$ cat src/rtl/reg_port_arbiter.sv
// Two-requester arbiter for the single register-file access port.
// Requester A (I2C slave) has fixed priority; B (gain auto-tuner) is protected by a starvation guard.
module reg_port_arbiter #(
  parameter int unsigned STARVE_LIMIT = 4,
  parameter int unsigned LOCK_TIMEOUT = 255
) (
  input  logic       clk,
  input  logic       rst,
  input  logic       a_req,
  input  logic       a_write,
  input  logic       a_lock,
  input  logic [7:0] a_index,
  input  logic [7:0] a_wdata,
  output logic       a_ack,
  output logic [7:0] a_rdata,
  input  logic       b_req,
  input  logic       b_write,
  input  logic       b_lock,
  input  logic [7:0] b_index,
  input  logic [7:0] b_wdata,
  output logic       b_ack,
  output logic [7:0] b_rdata,
  output logic       reg_write,
  output logic       reg_read,
  output logic [7:0] reg_index,
  output logic [7:0] reg_wdata,
  input  logic [7:0] reg_rdata,
  output logic       owner,
  output logic       lock_err
);

  localparam logic [3:0] STARVE_MAX = 4'(STARVE_LIMIT);
  localparam logic [7:0] LOCK_LAST  = 8'(LOCK_TIMEOUT - 1);

  typedef enum logic [1:0] {
    S_IDLE,
    S_ISSUE,
    S_RESP
  } state_t;

  state_t     state_q, state_d;
  logic       wr_q, wr_d;
  logic [7:0] idx_q, idx_d;
  logic [7:0] wdata_q, wdata_d;
  logic       lock_q, lock_d;
  logic       owner_q, owner_d;
  logic [3:0] starve_q, starve_d;
  logic [7:0] lockcnt_q, lockcnt_d;
  logic [7:0] a_rdata_q, a_rdata_d;
  logic [7:0] b_rdata_q, b_rdata_d;

  logic grant_a, grant_b;
  logic owner_req, owner_lock;

  assign owner_req  = owner_q ? b_req  : a_req;
  assign owner_lock = owner_q ? b_lock : a_lock;

  // A held lock admits only its owner; otherwise A wins unless B has waited STARVE_LIMIT grants.
  always_comb begin
    grant_a = 1'b0;
    grant_b = 1'b0;
    if (state_q == S_IDLE) begin
      if (lock_q) begin
        grant_a = !owner_q && a_req;
        grant_b =  owner_q && b_req;
      end else if (a_req && b_req) begin
        if (starve_q == STARVE_MAX) begin
          grant_b = 1'b1;
        end else begin
          grant_a = 1'b1;
        end
      end else begin
        grant_a = a_req;
        grant_b = b_req;
      end
    end
  end

  always_comb begin
    state_d   = state_q;
    wr_d      = wr_q;
    idx_d     = idx_q;
    wdata_d   = wdata_q;
    lock_d    = lock_q;
    owner_d   = owner_q;
    starve_d  = starve_q;
    lockcnt_d = lockcnt_q;
    a_rdata_d = a_rdata_q;
    b_rdata_d = b_rdata_q;
    lock_err  = 1'b0;
    case (state_q)
      S_IDLE: begin
        if (grant_a || grant_b) begin
          state_d   = S_ISSUE;
          owner_d   = grant_b;
          wr_d      = grant_b ? b_write : a_write;
          idx_d     = grant_b ? b_index : a_index;
          wdata_d   = grant_b ? b_wdata : a_wdata;
          lock_d    = grant_b ? b_lock  : a_lock;
          lockcnt_d = 8'd0;
          if (grant_a && b_req) begin
            starve_d = (starve_q == STARVE_MAX) ? starve_q : starve_q + 4'd1;
          end else begin
            starve_d = 4'd0;
          end
        end else if (lock_q) begin
          // An idle owner that has dropped its lock bit releases at once; otherwise the timeout runs.
          if (!owner_lock) begin
            lock_d    = 1'b0;
            lockcnt_d = 8'd0;
          end else if (!owner_req) begin
            if (lockcnt_q == LOCK_LAST) begin
              lock_d    = 1'b0;
              lockcnt_d = 8'd0;
              lock_err  = 1'b1;
            end else begin
              lockcnt_d = lockcnt_q + 8'd1;
            end
          end
        end
      end
      S_ISSUE: begin
        state_d = S_RESP;
      end
      S_RESP: begin
        state_d = S_IDLE;
        if (!wr_q) begin
          if (owner_q) begin
            b_rdata_d = reg_rdata;
          end else begin
            a_rdata_d = reg_rdata;
          end
        end
      end
      default: begin
        state_d = S_IDLE;
      end
    endcase
  end

  always_ff @(posedge clk or posedge rst) begin
    if (rst) begin
      state_q   <= S_IDLE;
      wr_q      <= 1'b0;
      idx_q     <= 8'd0;
      wdata_q   <= 8'd0;
      lock_q    <= 1'b0;
      owner_q   <= 1'b0;
      starve_q  <= 4'd0;
      lockcnt_q <= 8'd0;
      a_rdata_q <= 8'd0;
      b_rdata_q <= 8'd0;
    end else begin
      state_q   <= state_d;
      wr_q      <= wr_d;
      idx_q     <= idx_d;
      wdata_q   <= wdata_d;
      lock_q    <= lock_d;
      owner_q   <= owner_d;
      starve_q  <= starve_d;
      lockcnt_q <= lockcnt_d;
      a_rdata_q <= a_rdata_d;
      b_rdata_q <= b_rdata_d;
    end
  end

  // Strobes and acks decode the state register directly so reset removes them immediately.
  assign reg_write = (state_q == S_ISSUE) &&  wr_q;
  assign reg_read  = (state_q == S_ISSUE) && !wr_q;
  assign reg_index = idx_q;
  assign reg_wdata = wdata_q;
  assign a_ack     = (state_q == S_RESP) && !owner_q;
  assign b_ack     = (state_q == S_RESP) &&  owner_q;
  assign a_rdata   = (a_ack && !wr_q) ? reg_rdata : a_rdata_q;
  assign b_rdata   = (b_ack && !wr_q) ? reg_rdata : b_rdata_q;
  assign owner     = owner_q;

endmodule
$ cat config.mk
export PLATFORM = sky130hd
export DESIGN_NAME = reg_port_arbiter
export DESIGN_NICKNAME = d
export VERILOG_FILES = /design/src/rtl/reg_port_arbiter.sv
export SDC_FILE = /design/constraint.sdc
export NUM_CORES = 1
export LEC_CHECK = 0
export CAP_MARGIN = 20
export CORE_ASPECT_RATIO = 1.75
export CORE_UTILIZATION = 38
export CTS_CLUSTER_SIZE = 28
export DETAILED_ROUTE_END_ITERATION = 16
export PLACE_DENSITY = 0.68
export SYNTH_ARGS = -nofsm -noshare
export SYNTH_HDL_FRONTEND = slang
export SYNTH_SLANG_ARGS = --single-unit
$ cat constraint.sdc
create_clock -name clk -period 4.3 [get_ports clk]
set_input_delay 1.29 -clock clk [delete_from_list [all_inputs] [get_ports clk]]
set_output_delay 1.29 -clock clk [all_outputs]
set_load 0.02 [all_outputs]
==> flow_summary.yaml <==
grt:
  grt_pass1_wl_um: 9610
  grt_use_total_pct: 16.7
  antenna_found_initial: 0
  overflow: 0
  grt_pass1_vias: 2042
  grt_start_max_net_pins: 50
detailed_routing:
  first_pass_iters: 6
  drc: 0
  wl_um: 5770
  drt_iter0_drc: 74
  vias: 2110
  viasPerCell: 5.12
  drtAntennaViolNets: 0
  post_drt_wl_per_cell_um: 14.0
clock_tree:
  cts_tree: "yes"
  root_buffer: "clkbuf_16"
  ctsResizeCount: 0
  clockBufferDepth: 2
  ctsHoldBuffers: 0
  worst_skew_pair.late_latency_ps: 280
  post-cts-setup-buffers: 0
  numCtsBuffers: 5
  h-tree-depth: 2
  cts.sinks: 49
  clk_pin_slew_ps: 60
power:
  power_leakage_nw: 1.66
  powerDensity_nw_per_um2: 694
  ir_worst_vdd_mv: 0.350
min_path:
  holdCritStartpoint: "reg_wdata[0]"
  hold_class: "reg -> reg"
  min_to: "reg_wdata[0]"
  hold_depth: 2
layout:
  antenna_cells: 0
  area_growth_pct: 41.6
  drive_gt1_share_pct: 17.1
  layout.cells.non_filler: 412
  layout.nets: 379
critical_path:
  reg2reg_depth: 6
  r2r_start: "lock_q"
  endpoint_kind: "output pin"
  worst-r2r-setup-slack_ps: 2160
  worstPathRequired_ps: 3010
  rr_endpoint: "starve_q[2]"
  critical_path_arrival_ps: 2790
  critPathKind: "in -> out"
  cp_max_fo: 3
  cp-start-kind: "input pin"
timing:
  setup-violations-final: 0
  period_share_pct: 94.9
  rsz0062_at_grt: "no"
  slew_violations: 0
  setup_tns_ps: 0
  fmax_mhz: 245
  hold_viol_final: 0
  max-slew-margin-rel_pct: 52.7
  fin_crit_ps: 4080
  tightestPinTransition_ps: 709
  clock_skew_ps: 3.85
status:
  status: "complete, no violations"
synthesis:
  ys_types: 46
  syn_nets: 290
  postSynth.asyncResetShare_pct: 100
  synth_edf_count: 0
  ys_seq_area_share_pct: 45.9
  synth_cells: 238
  yosysWarnings: 0
  ys.flop_type: "dfrtp_1"
  ys_seq_elements: 49
  postSynthAreaPerCell_um2: 11.2
  synthesis.area_um2: 2670
die:
  start_util_pct: 39.2
  dieArea_um2: 7380
  fp.dieW_um: 65.4
  pin_count: 86
  rows: 40
  die_h_um: 113
  core-area_um2: 6810
placed_design:
  io_buffers: 85
  dpl.cell_count: 403
  globalplace.congestion: 0.784
  hpwl_um: 4380
run:
  maxCapViolations: 0
-- stage by stage --
stage,hold WS (ps),utilization [%],worst slack [ps],power (mW),cell area [um2]
CTS,489,55.2,212,2.66,3760
global placement,465,52.7,226,2.18,3590
global route,509,55.5,140,2.80,3780
detailed placement,475,52.7,225,2.21,3590
finish,482,55.5,219,2.62,3780
floorplan,449,-,1060,1.69,2670
-- routing by layer --
layer | track usage (%) | up-vias | wire [um]
met5 | 0 | - | 0
met4 | 7.97 | 0 | 136
met3 | 2.22 | 8 | 194
met2 | 29.3 | 51 | 3160
met1 | 19.5 | 1019 | 2280
li1 | - | 1032 | -
-- worst max-delay path, cell delays in order --
cell	delay [ps]
clkdlybuf4s50_1	470
mux2_2	190
nand4_1	110
nor2_1	120
clkdlybuf4s50_1	610
-- power by group --
part	switching [mW]	internal (mW)
clock network	0.168	0.275
registers	0.136	0.653
logic	0.706	0.685
-- logic make-up after synthesis --
family	synth area share [%]
AOI/OAI and AO/OA	12.2
muxes	21.4
buffers and inverters	5.02
and+or+nand+nor	13.5
adders and majority gates	1.88
DFF	45.9
-- registers in the layout (all words and copies together) (netlist names) --
signal     flops
state_q        2
starve_q       4
a_rdata_q      8
b_rdata_q      8
owner          1
reg_index      8
reg_wdata      8
wr_q           1
lock_q         1
lockcnt_q      8
-- cells in the mapped netlist (2+ instances only) --
cell      count  area (um2)
mux2_1        9         101
a22o_1        4        35.0
or2_1         2        12.5
o21ai_1      20         100
o31ai_1       2        15.0
o22ai_1       2        12.5
buf_6         4        45.0
ha_1          4        50.1
mux2i_1      20         200
dfrtp_1      49        1230
nand2_1      28         105
mux2_2       24         270
nor3_1        4        20.0
nand2b_1      2        12.5
buf_4         4        30.0
a21oi_1       3        15.0
inv_1         7        26.3
nor2b_1       4        25.0
o21ai_0       4        20.0
nor2_1        8        30.0
o31ai_2       3        37.5
nor3_4        2        32.5
nand3_1       6        30.0
-- final cells by class --
type                            count  area [um2]
Clock buffer                        5         125
Clock inverter                      3        46.3
Fill cell                         626        3030
Inverter                            8        30.0
Multi-Input combinational cell    170        1320
Sequential cell                    49        1230
Tap cell                           84         105
Timing Repair Buffer               93         923
-- worst max path at each step --
stage | from | slack (ps) | to
finish | a_lock | 220 | lock_err
global route | a_lock | 140 | lock_err
CTS | a_lock | 210 | lock_err
detailed placement | a_lock | 220 | lock_err
global placement | a_lock | 230 | lock_err
floorplan | b_req | 1060 | lock_err
-- placed cells by master, fill, tap and decap left out, types with 2 or more instances in the layout --
master,synthesis,layout
o31ai_1,2,2
o21ai_0,4,4
ha_1,4,4
inv_1,7,6
inv_2,1,2
dfrtp_1,49,49
mux2_1,9,9
nor3_4,2,2
mux2i_1,20,20
nand2_1,28,28
nand3_1,6,6
clkbuf_16,0,5
nor2_1,8,8
nand2b_1,2,2
a21oi_1,3,3
buf_4,4,7
a22o_1,4,4
nor3_1,4,4
nor2b_1,4,4
o22ai_1,2,2
mux2_2,24,24
o21ai_1,20,20
clkdlybuf4s50_1,0,85
or2_1,2,2
o31ai_2,3,3
Note: power is estimated with default switching activity, not from simulation.
